<file path="src/rtl/fifo_pkg.sv">
// fifo_pkg: shared definitions for the synchronous FIFO controller.
//   FIFO_WIDTH_DEF / FIFO_DEPTH_DEF : default word width and depth
//   rd_mode_e                       : read mode encoding (registered / FWFT)
//   addr_width / cnt_width          : pointer width and occupancy-count width
package fifo_pkg;

    localparam int FIFO_WIDTH_DEF = 32;
    localparam int FIFO_DEPTH_DEF = 32;

    typedef enum logic {
        RD_REG  = 1'b0,
        RD_FWFT = 1'b1
    } rd_mode_e;

    function automatic int addr_width(input int depth);
        return $clog2(depth);
    endfunction

    // One extra bit so that a completely full FIFO (count == depth) is representable.
    function automatic int cnt_width(input int depth);
        return $clog2(depth) + 1;
    endfunction

endpackage

</file>
<file path="src/rtl/fifo_mem.sv">
// fifo_mem: simple dual-port storage array for the FIFO.
//   clk      : write clock
//   wr_en    : write strobe, stores wr_data at wr_addr on the rising edge
//   wr_addr  : write address
//   wr_data  : write data
//   rd_addr  : read address
//   rd_data  : asynchronous read data (mem[rd_addr])
// Contents are deliberately not reset.
module fifo_mem #(
    parameter int WIDTH  = 32,
    parameter int DEPTH  = 32,
    parameter int ADDR_W = 5
) (
    input  logic              clk,
    input  logic              wr_en,
    input  logic [ADDR_W-1:0] wr_addr,
    input  logic [WIDTH-1:0]  wr_data,
    input  logic [ADDR_W-1:0] rd_addr,
    output logic [WIDTH-1:0]  rd_data
);

    logic [WIDTH-1:0] mem_array [DEPTH];

    always_ff @(posedge clk) begin
        if (wr_en) begin
            mem_array[wr_addr] <= wr_data;
        end
    end

    assign rd_data = mem_array[rd_addr];

endmodule

</file>
<file path="src/rtl/sync_fifo_ctrl.sv">
// sync_fifo_ctrl: single-clock FIFO with occupancy count, almost-full /
// almost-empty thresholds, sticky overflow/underflow flags and selectable
// read mode (FWFT = 0 registered read, FWFT = 1 first-word-fall-through).
//   clk, rstN      : clock, asynchronous active-low reset
//   wr_en, data_in : write request and data
//   rd_en          : read (pop) request
//   clr_err        : pulse clearing the sticky error flags
//   data_out       : read data
//   empty, full, almost_full, almost_empty, count : occupancy status
//   overflow, underflow : sticky error flags
module sync_fifo_ctrl
    import fifo_pkg::*;
#(
    parameter int FIFO_WIDTH = FIFO_WIDTH_DEF,
    parameter int FIFO_DEPTH = FIFO_DEPTH_DEF,
    parameter int AF_THRESH  = FIFO_DEPTH - 4,
    parameter int AE_THRESH  = 4,
    parameter int FWFT       = 0
) (
    input  logic                             clk,
    input  logic                             rstN,
    input  logic                             wr_en,
    input  logic [FIFO_WIDTH-1:0]            data_in,
    input  logic                             rd_en,
    input  logic                             clr_err,
    output logic [FIFO_WIDTH-1:0]            data_out,
    output logic                             empty,
    output logic                             full,
    output logic                             almost_full,
    output logic                             almost_empty,
    output logic [cnt_width(FIFO_DEPTH)-1:0] count,
    output logic                             overflow,
    output logic                             underflow
);

    localparam int ADDR_W = addr_width(FIFO_DEPTH);
    localparam int CNT_W  = cnt_width(FIFO_DEPTH);

    localparam logic [CNT_W-1:0] DEPTH_C = CNT_W'(FIFO_DEPTH);
    localparam logic [CNT_W-1:0] AF_C    = CNT_W'(AF_THRESH);
    localparam logic [CNT_W-1:0] AE_C    = CNT_W'(AE_THRESH);

    // Parameter legality is checked at elaboration.
    if (FIFO_DEPTH < 4 || (FIFO_DEPTH & (FIFO_DEPTH - 1)) != 0) begin : g_bad_depth
        $error("sync_fifo_ctrl: FIFO_DEPTH must be a power of two and at least 4");
    end
    if (AF_THRESH < 1 || AF_THRESH > FIFO_DEPTH) begin : g_bad_af
        $error("sync_fifo_ctrl: AF_THRESH out of range 1..FIFO_DEPTH");
    end
    if (AE_THRESH < 0 || AE_THRESH > FIFO_DEPTH - 1) begin : g_bad_ae
        $error("sync_fifo_ctrl: AE_THRESH out of range 0..FIFO_DEPTH-1");
    end
    if (FIFO_WIDTH < 1) begin : g_bad_width
        $error("sync_fifo_ctrl: FIFO_WIDTH must be at least 1");
    end

    logic [ADDR_W-1:0]     wr_ptr_reg, wr_ptr_next;
    logic [ADDR_W-1:0]     rd_ptr_reg, rd_ptr_next;
    logic [CNT_W-1:0]      count_reg, count_next;
    logic                  empty_reg, full_reg, almost_full_reg, almost_empty_reg;
    logic                  overflow_reg, overflow_next;
    logic                  underflow_reg, underflow_next;
    logic                  wr_acc, rd_acc;
    logic [FIFO_WIDTH-1:0] rd_data;

    // Acceptance uses the registered (pre-edge) flags, so a full FIFO drops
    // a write even when a read is accepted on the same edge, and vice versa.
    assign wr_acc = wr_en && !full_reg;
    assign rd_acc = rd_en && !empty_reg;

    always_comb begin
        wr_ptr_next    = wr_ptr_reg;
        rd_ptr_next    = rd_ptr_reg;
        count_next     = count_reg + CNT_W'(wr_acc) - CNT_W'(rd_acc);
        overflow_next  = overflow_reg;
        underflow_next = underflow_reg;

        // Power-of-two depth: natural pointer overflow is the modulo wrap.
        if (wr_acc) begin
            wr_ptr_next = wr_ptr_reg + 1'b1;
        end
        if (rd_acc) begin
            rd_ptr_next = rd_ptr_reg + 1'b1;
        end

        // A new error takes priority over a coincident clear.
        if (wr_en && full_reg) begin
            overflow_next = 1'b1;
        end else if (clr_err) begin
            overflow_next = 1'b0;
        end
        if (rd_en && empty_reg) begin
            underflow_next = 1'b1;
        end else if (clr_err) begin
            underflow_next = 1'b0;
        end
    end

    always_ff @(posedge clk or negedge rstN) begin
        if (!rstN) begin
            wr_ptr_reg       <= '0;
            rd_ptr_reg       <= '0;
            count_reg        <= '0;
            empty_reg        <= 1'b1;
            full_reg         <= 1'b0;
            almost_full_reg  <= (AF_THRESH == 0);
            almost_empty_reg <= 1'b1;
            overflow_reg     <= 1'b0;
            underflow_reg    <= 1'b0;
        end else begin
            wr_ptr_reg       <= wr_ptr_next;
            rd_ptr_reg       <= rd_ptr_next;
            count_reg        <= count_next;
            // Flags come from count_next so they move on the same edge as count.
            empty_reg        <= (count_next == '0);
            full_reg         <= (count_next == DEPTH_C);
            almost_full_reg  <= (count_next >= AF_C);
            almost_empty_reg <= (count_next <= AE_C);
            overflow_reg     <= overflow_next;
            underflow_reg    <= underflow_next;
        end
    end

    fifo_mem #(
        .WIDTH  (FIFO_WIDTH),
        .DEPTH  (FIFO_DEPTH),
        .ADDR_W (ADDR_W)
    ) u_mem (
        .clk     (clk),
        .wr_en   (wr_acc),
        .wr_addr (wr_ptr_reg),
        .wr_data (data_in),
        .rd_addr (rd_ptr_reg),
        .rd_data (rd_data)
    );

    if (FWFT == int'(RD_FWFT)) begin : g_fwft
        // Head word is shown combinationally; forced to zero while empty so
        // stale memory contents never leak out.
        assign data_out = empty_reg ? '0 : rd_data;
    end else begin : g_reg
        logic [FIFO_WIDTH-1:0] data_out_reg;

        always_ff @(posedge clk or negedge rstN) begin
            if (!rstN) begin
                data_out_reg <= '0;
            end else if (rd_acc) begin
                data_out_reg <= rd_data;
            end
        end

        assign data_out = data_out_reg;
    end

    assign empty        = empty_reg;
    assign full         = full_reg;
    assign almost_full  = almost_full_reg;
    assign almost_empty = almost_empty_reg;
    assign count        = count_reg;
    assign overflow     = overflow_reg;
    assign underflow    = underflow_reg;

endmodule

</file>
<file path="config.mk">
export PLATFORM = sky130hd
export DESIGN_NAME = sync_fifo_ctrl
export DESIGN_NICKNAME = d
export VERILOG_FILES = /design/src/rtl/fifo_pkg.sv /design/src/rtl/fifo_mem.sv /design/src/rtl/sync_fifo_ctrl.sv
export SDC_FILE = /design/constraint.sdc
export NUM_CORES = 1
export LEC_CHECK = 0
export ABC_AREA = 1
export BUFFER_PORTS_ARGS = -buffer_cell sky130_fd_sc_hd__buf_2
export CORE_ASPECT_RATIO = 1.5
export CORE_MARGIN = 2
export CORE_UTILIZATION = 45
export CTS_CLUSTER_SIZE = 25
export DETAILED_ROUTE_END_ITERATION = 12
export GPL_ROUTABILITY_DRIVEN = 0
export MAX_ROUTING_LAYER = met4
export PLACE_DENSITY = 0.6
export SETUP_SLACK_MARGIN = 0.2
export SKIP_LAST_GASP = 1
export SLEW_MARGIN = 20
export SYNTH_ARGS = -nofsm -noshare
export SYNTH_HDL_FRONTEND = slang
export SYNTH_HIERARCHICAL = 1
export SYNTH_SLANG_ARGS = --single-unit
</file>
<file path="constraint.sdc">
create_clock -name clk -period 5.5 [get_ports clk]
set_input_delay 1.1 -clock clk [delete_from_list [all_inputs] [get_ports clk]]
set_output_delay 1.1 -clock clk [all_outputs]
set_load 0.02 [all_outputs]
</file>
**Yosys cells after proc, flatten, opt, wreduce, memory -nomap -nowiden**

Memory sizes are Yosys's and may differ from the RTL's. A register that Yosys moved wholly into a read port is not among the register bits.
Index checks and enable logic that the tools add are counted.

- Bits of input ports: 37
- Bits in writable memories: 1024
- Bits in latches: 0
- Register bits: 22
- Output and inout bits: 44
- Logic and storage cells: 32
- Memories kept: 1
- Bits in read-only memories: 0

- Bitwise logic cells: 0
- Reductions and logical operators: 10
- Divide/modulo/power cells: 0
- Magnitude comparators: 2
- Muxes and demuxes: 5
- Add/sub/neg operators: 4
- Equality and inequality tests: 1
- Multipliers: 0
- Shift-type cells: 0

Memories:

| memory | depth | width | rd ports | clocked after memory_dff | write ports | line | source |
|---|---|---|---|---|---|---|---|
| u_mem.mem_array | 32 | 32 | 1 | 1 | 1 | fifo_mem.sv:22 | `logic [WIDTH-1:0] mem_array [DEPTH];` |

Operators with widths:

| operator | number |
|---|---|
| adder 5 x 1 -> 5 bit, second input constant | 2 |
| adder 6 x 1 -> 6 bit | 1 |
| == test 6 bit, second input constant | 1 |
| greater-or-equal comparator 6 x 5 -> 1 bit, second input constant | 1 |
| <= comparator 6 x 3 -> 1 bit, second input constant | 1 |
| logical NOT 6 bit | 1 |
| subtractor 6 x 1 -> 6 bit | 1 |
| two-way mux 1 bit | 5 |
| logical AND 1 bit | 4 |
| nonzero test 2 bit | 2 |
| logical NOT 1 bit | 3 |

**Depth between registers and ports, before layout**

Gate-level depths: netlist (run 1).

- Depth after elaboration: 5
- Gate-level depth with buffers: 14
- Gate-level depth less buffers: 14

**Cells and area by module**

The synthesis (run 1) kept the hierarchy.

By module, submodules not included:

| module | area each (um^2) | sequential area each (um^2) | cells an instance | times used |
|---|---|---|---|---|
| fifo_mem | 41765.1 | 30749.5 | 3504 | 1 |
| sync_fifo_ctrl | 2354.8 | 1353.8 | 261 | 1 |

**Worst setup path before layout (run 1)**

No wires, ideal clock.

- Path type: input -> register
- Start point: input port wr_en
- End point: memory u_mem.mem_array[31][0], enable pin
- Required time: 5.079 ns
- Slack: 2.032 ns
- Arrival time: 3.047 ns
- Path buffers: 0
- Setup time: 0.421 ns
- Stages on the path: 4
- Cells stage by stage: inv_1 > nor2_2 > nand3_1 > nor2_1

- Longest elaborated chain between the ends: 3

RTL lines:

| element | line | source |
|---|---|---|
| from (decl) | sync_fifo_ctrl.sv:22 | `input logic wr_en,` |
| logical AND 1 bit | sync_fifo_ctrl.sv:68 | `assign wr_acc = wr_en && !full_reg;` |
| named net wr_acc | sync_fifo_ctrl.sv:63 | `logic wr_acc, rd_acc;` |
| two-way mux 1 bit | fifo_mem.sv:25 | `if (wr_en) begin` |
| two-way mux 1 bit (implied by the code) | fifo_mem.sv:26 | `mem_array[wr_addr] <= wr_data;` |
| to (decl) | fifo_mem.sv:22 |  |

The timed path passes the listed nets, and every way through them passes these cells.

==> results of run 1 <==
tightest hold or removal path, stage by stage (launching register included):
cell,delay [ps]
dfrtp_1,340
nand2_1,50
nand2_1,40
logic make-up (layout without fill, tap and decap cells):
group | count (synthesis) | count (layout) | synth area share
XOR/XNOR | 9 | 9 | 0.00179
other | 0 | 1 | 0
flip-flops | 1078 | 1078 | 0.728
AO/OA/AOI/OAI | 4 | 4 | 0.000454
AND/OR/NAND/NOR | 2410 | 2410 | 0.229
buffers and inverters | 255 | 340 | 0.0386
adder cells (fa/ha/maj) | 9 | 9 | 0.00272
worst min-delay path by stage:
stage	from	endpoint	slack, ps	cells past startpoint
after floorplan	rd_ptr_reg[4]$_DFFE_PN0P_	rd_ptr_reg[4]$_DFFE_PN0P_	440	1
after global placement	data_out[15]$_DFFE_PN0P_	data_out[15]$_DFFE_PN0P_	450	2
after detailed placement	data_out[15]$_DFFE_PN0P_	data_out[15]$_DFFE_PN0P_	450	2
after CTS	data_out[15]$_DFFE_PN0P_	data_out[15]$_DFFE_PN0P_	470	2
after global routing	data_out[25]$_DFFE_PN0P_	data_out[25]$_DFFE_PN0P_	500	2
final	data_out[15]$_DFFE_PN0P_	data_out[15]$_DFFE_PN0P_	460	2
power by group:
group	switching [mW]	internal (mW)
Clock	2.96	3.78
Combinational	6.82	2.44
Sequential	0.448	9.71
routing by layer:
layer / vias up / share of wire / routed length (um)
li1: 13100 / - / -
met4: 0 / 0.029 / 3360
met2: 916 / 0.52 / 61600
met1: 14100 / 0.40 / 46700
met5: - / 0 / 0
met3: 181 / 0.054 / 6370
layout make-up:
class                   instances  area (um^2)  area share
flip-flops and latches       1078        32100       0.660
clock buffers                 116         2520      0.0518
diodes                          1         2.50   0.0000514
inverters                      30          143     0.00293
well taps                    1278         1600      0.0329
multi-input cells            2432        10600       0.217
repair buffers                135         1100      0.0227
clock inverters                59          602      0.0124
placed cells by master (no fill, tap or decap), drive strengths merged:
cell type / synthesis / layout
clkinv: 0 / 43
nand3: 791 / 791
nand2: 1574 / 1574
xnor2: 6 / 6
clkbuf: 24 / 116
bufinv: 0 / 11
o21ai: 2 / 2
nor2: 38 / 38
dfrtp: 52 / 52
clkinvlp: 0 / 4
inv: 30 / 31
dfstp: 2 / 2
ha: 8 / 8
fa: 1 / 1
a21oi: 2 / 2
edfxtp: 1024 / 1024
diode: 0 / 1
nand4: 6 / 6
xor2: 3 / 3
buf: 201 / 135
or2: 1 / 1
==> impl_results.md, run 1 <==
* Worst R2R Start: rd_ptr_reg[0]$_DFFE_PN0P_
* Number of cells on the worst reg-to-reg path at 12
* Most used routing layer: met2
* Share of layout cells above drive strength 1 at 0.0855
* Vias in the first global route at 27,200
* Critical path class: reg -> reg
* Cell taking the most area after synthesis: edfxtp_1
* Post-synthesis net count at about 3,800
* Hold Vio Cnt, Final at 0
* Final period demand of the worst path at roughly 3300 ps
* Global-route wire length before repair at between 150,000 and 200,000 um
* Crit share post-route at 0.596
* Max clock buf depth at 3
* Mean post-synth cell area at ~12 um^2
* Routing usage on met1 at 0.300
* Slowest-stage cell, CP: dfrtp_4
* Mapped cell area at about 44,000 um^2
* Clk_lat worst skew at about 700 ps
* GR Util All Layers at 0.242
* Slew Limit Fails at 0
* Met3 usage at 0.0264
* P per Cell Area at ~540 nW/um^2
* Core area at just under 100,000 um^2
* Synthesis-stage register bit count at 1,078
* Distinct cells, synth at 26
* Delay-heaviest family, CP: simple AND/OR/NAND/NOR gates
* Site Rows at between 100 and 150
* Clock net sink count at 1,078
* Layout fillers at 8,418
* Gr ovfl total at 0
* Drt first pass iters at 6
* Clk root buf: clkbuf_16
* Postcts setup bufs at 0
* First-iteration detailed-routing DRC count at ~2,500
* Top cells by count, synth: 1,568 x nand2_1, 1,024 x edfxtp_1, 787 x nand3_1
* Count of input and output buffers at 80
* Die H at between 300 and 400 um
* Vias at 28,200
* CP endpoint kind: flip-flop
* Arr. time, crit path at 3910 ps
* Max_slew headroom at 0.215
* Clock Skew at roughly 22 ps
* Layout Cells excl Fill at slightly above 5,000
* Register area share after synthesis at 0.728
* RSZ-0062 raised after global routing: no
* H-tree depth at 3
* Most numerous cell in the Yosys netlist: nand2_1
* Drt via density at between 5 and 6
* F_max at 305 MHz
* CTS buffer count at 96
* Crit-path max FO at 120
* CTS hold repair buffers at 0
* Core Util, Final at 0.500
* Worst min path class: reg -> reg
* Placed inst area at around 45,000 um^2
* Async S/R FF share, synth at 0.0501
* Cells after DPL at 4,950
* Worst Setup EP: data_out[14]$_DFFE_PN0P_
* M2 GR Usage at 0.412
* Area Overhead vs Synth at 10.3%
* Clk pin slew, worst setup/hold paths at approximately 70 ps
* CP Launch Type: flip-flop
* Static leakage at roughly 18 nW
* Setup TNS Final at 0 ps
* WP depth at 12
* CP startpoint: rd_ptr_reg[0]$_DFFE_PN0P_
* Pin slew with the least headroom to its limit at roughly 1200 ps
* R2r setup slk at between 2000 and 2500 ps
* DR WL/cell at about 23 um
* Worst path cell trace: buf_12, buf_12, nand2_1, nand3_1, nand3_1, nand2_1, nand2_1, nand2_1, nand2_1, nand2_1, nand2_1, nand2_1
* Num ports at between 80 and 90
* CTS tree: yes
* Pwr Total at around 26 mW
* Detail Placement HPWL at 66,000 um
* Number of flops mapped to enable cells by yosys at just over 1,000
* CP bufs+invs at 2
* CP Data Required Time at slightly above 6000 ps
* Worst hold slack at 463 ps
* Starting Density at 0.454
* Max_cap viols at 0
* Top cell type's share of synthesized area at 0.697
* Slowest stage delay, CP at 850 ps
* PostCTS Resize Cnt at 0
* Worst R2R End: data_out[14]$_DFFE_PN0P_
* Worst vdd ir at around 0.00048 V
* Synth Flop Type: edfxtp_1
* Cell area after layout at between 40,000 and 50,000 um^2
* Drt drc at 0
* Final WS setup at between 2000 and 2500 ps
* Die area at 101,000 um^2
* Pre-CTS setup slack at between 1500 and 2000 ps
* Largest net degree at the start of global routing at ~180
* Setup Viol. Count Final at 0
* Crit path top cell by count: nand2_1
* Cell count after synthesis at 3,765
* YS warnings at 6
* Result of the run: finished, final reports clean
* NumNets Final at 3,819
* Max reg flops at ~1,000
* Die Width at roughly 260 um
* Detail Route Antenna Nets at 0
* Largest cells by area after synthesis: edfxtp_1 70%, nand2_1 13%, nand3_1 8.9%
* Routed wire length at roughly 120,000 um
* Initial antenna violation count at 4
Power figures use the tool's default switching activity.
==> run 2, diff against run 1 <==
PLACE_DENSITY = 0.63   (was 0.6)
clock period = 3 ns   (was 5.5 ns; I/O delays follow)
==> run 2 against run 1 <==
  * Final area increased by 1.6%
  * Worst setup slack got worse by 1700 ps
  * Flip-flop and latch count is the same
  * Register-to-register slack lost 1700 ps
  * Global-route usage decreased by 0.10 points
  * Via count is 1.1% higher
  * Critical path type unchanged
  * Largest power group unchanged
  * Highest routed layer unchanged
==> impl_results.md, run 2 (same netlist as run 1, synthesis figures left out) <==
* Layout fillers at 8,300 (-1.4%)
* CP Launch Type: flip-flop
* Area Overhead vs Synth at 12.1%
* Pin slew with the least headroom to its limit at 901 ps (-277 ps)
* Static leakage at 18.4 nW (+2.4%)
* Clock Skew at 22.8 ps (+0.622 ps)
* Worst path cell trace: inv_16, buf_12, nand2_1, nand3_1, nand3_1, nand2_1, nand2_1, nand2_1, nand2_1, nand2_1, nand2_1, nand2_1
* Sequential cell area at 32,100 um^2 (unchanged)
* Share of layout cells above drive strength 1 at 0.102 (+0.0161)
* Die H at 387 um (unchanged)
* Commonest non-fill, non-tap cell in the layout: nand2_1
* Slowest stage delay, CP at 710 ps (-140 ps)
* Clk_lat worst skew at 690 ps (about the same)
* Max reg flops at 1,024 (unchanged)
* Hold Vio Cnt, Final at 0 (unchanged)
* CP endpoint kind: flip-flop
* Detail Placement HPWL at 61,700 um (-6.5%)
* CTS tree: yes
* Commonest non-fill, non-tap cells in the layout: 1,568 x nand2_1, 1,024 x edfxtp_1, 787 x nand3_1
* Clk root buf: clkbuf_16
* Arr. time, crit path at 3080 ps (-830 ps)
* CTS buffer count at 93 (-3.1%)
* Detail Route Antenna Nets at 0 (unchanged)
* Crit-path max FO at 68 (-43%)
* First-iteration detailed-routing DRC count at 2,723 (+8.2%)
* Worst vdd ir at 0.000873 V (+80%)
* Setup TNS Final at 0 ps (unchanged)
* Clock net sink count at 1,078 (unchanged)
* Result of the run: finished, final reports clean
* Initial antenna violation count at 2 (-2)
* Largest net degree at the start of global routing at 117 (-36%)
* Core area at 97,200 um^2 (unchanged)
* Worst min path class: in -> reg
* Slew Limit Fails at 0 (unchanged)
* Drt first pass iters at 6 (unchanged)
* Diode count at 0 (-1)
* P per Cell Area at 972 nW/um^2 (+81%)
* Num ports at 81 (unchanged)
* Global-route wire length before repair at 174,000 um (-0.24%)
* Site Rows at 140 (unchanged)
* Final period demand of the worst path at 2460 ps (-814 ps)
* Slowest-stage cell, CP: dfrtp_4
* PostCTS Resize Cnt at 0 (unchanged)
* Setup Viol. Count Final at 0 (unchanged)
* GR Util All Layers at 0.241 (-0.00100)
* Max_cap viols at 0 (unchanged)
* Footprint of the multi-input gates at 10,600 um^2 (unchanged)
* Clk pin slew, worst setup/hold paths at 70 ps (about the same)
* DR WL/cell at 22.7 um (-1.4%)
* Routed wire length at 118,000 um (-0.33%)
* RSZ-0062 raised after global routing: no
* Vias in the first global route at 27,700 (+2.1%)
* Drt drc at 0 (unchanged)
* Max clock buf depth at 3 (unchanged)
* Count of input and output buffers at 80 (unchanged)
* F_max at 406 MHz (+33%)
* NumNets Final at 3,879 (+1.6%)
* Vias at 28,600 (+1.1%)
* Drt via density at 5.51 (about the same)
* Core Util, Final at 0.509 (+0.00820)
* Max_slew headroom at 0.399 (+0.184)
* CP Data Required Time at 3620 ps (-2510 ps)
* Crit share post-route at 0.821 (+0.225)
* Critical path class: reg -> reg
* Starting Density at 0.454 (unchanged)
* Gr ovfl total at 0 (unchanged)
* Crit path top cell by count: nand2_1
* H-tree depth at 3 (unchanged)
* Die area at 101,000 um^2 (unchanged)
* Die Width at 260 um (unchanged)
==> run 2: changes by cell type in the layout (fill, tap and decap cells not counted), moves of 2 or more <==
| cell | change |
|---|---|
| clkinv_8 | -2 |
| clkinv_2 | -2 |
| buf_12 | +24 |
| inv_6 | +2 |
| clkinv_1 | -12 |
| clkbuf_16 | -4 |
| clkbuf_8 | +8 |
| buf_4 | +38 |
| clkbuf_1 | +2 |
| bufinv_16 | +2 |
==> run 2: per-stage QoR <==
step	cell area, um^2	setup WS (ps)	power (mW)	cells	hold WS, ps
after detailed placement	46300	351	35.8	5015	461
after global placement	46300	342	35.6	5015	454
after CTS	49400	581	48.2	5187	91.0
after floorplan	44100	32.0	30.6	3765	304
final	49400	538	48.0	5187	132
after global routing	49400	411	50.7	5187	137
==> run 2: final cells by class <==
| cell class | count | area share |
|---|---|---|
| Clock inverter | 49 | 0.0123 |
| Sequential cell | 1078 | 0.650 |
| Tap cell | 1278 | 0.0323 |
| Inverter | 30 | 0.00288 |
| Multi-Input combinational cell | 2432 | 0.214 |
| Timing Repair Buffer | 198 | 0.0380 |
| Clock buffer | 122 | 0.0513 |
==> run 2: worst paths after layout <==
path | start | to | slack [ps] | cells after the start
min reg2reg | data_out[15]$_DFFE_PN0P_ | data_out[15]$_DFFE_PN0P_ | 480 | 2
max reg2reg | rd_ptr_reg[0]$_DFFE_PN0P_ | data_out[13]$_DFFE_PN0P_ | 540 | 12
max in group asynchronous | rstN | data_out[4]$_DFFE_PN0P_ | 1810 | 3
min in group asynchronous | rstN | count[3]$_DFF_PN0_ | 490 | 2
min | clr_err | overflow$_DFFE_PN0P_ | 130 | 2
max | rd_ptr_reg[0]$_DFFE_PN0P_ | data_out[13]$_DFFE_PN0P_ | 540 | 12
==> run 2: per-layer routing <==
| layer | vias to the layer above | routed length (um) | part of all wire | GRT usage |
|---|---|---|---|---|
| li1 | 13200 | - | - | - |
| met1 | 14200 | 46500 | 0.40 | 0.295 |
| met2 | 941 | 60300 | 0.51 | 0.408 |
| met3 | 233 | 6820 | 0.058 | 0.0308 |
| met4 | 0 | 4050 | 0.034 | 0.0860 |
| met5 | - | 0 | 0 | - |
==> run 2: what timing repair did <==
item,CTS,global route
hold buffers,1,0
endpoints found under the setup margin,0,0
hold endpoints to repair,35,0
setup buffers,0,0
==> run 2: worst max-delay path, delay by kind of cell (launching register included) <==
kind	cells	cell delay (ps)
flops	1	710
simple gates	10	920
buf+inv	2	650
==> run 2: report_power, final <==
part           leakage (nW)  internal (mW)  switching [mW]  total, mW
Combinational          7.01           5.06            12.0       17.1
Sequential             9.89           17.8           0.674       18.5
Clock                  1.52           7.10            5.39       12.5
Total                  18.4           29.9            18.1       48.0
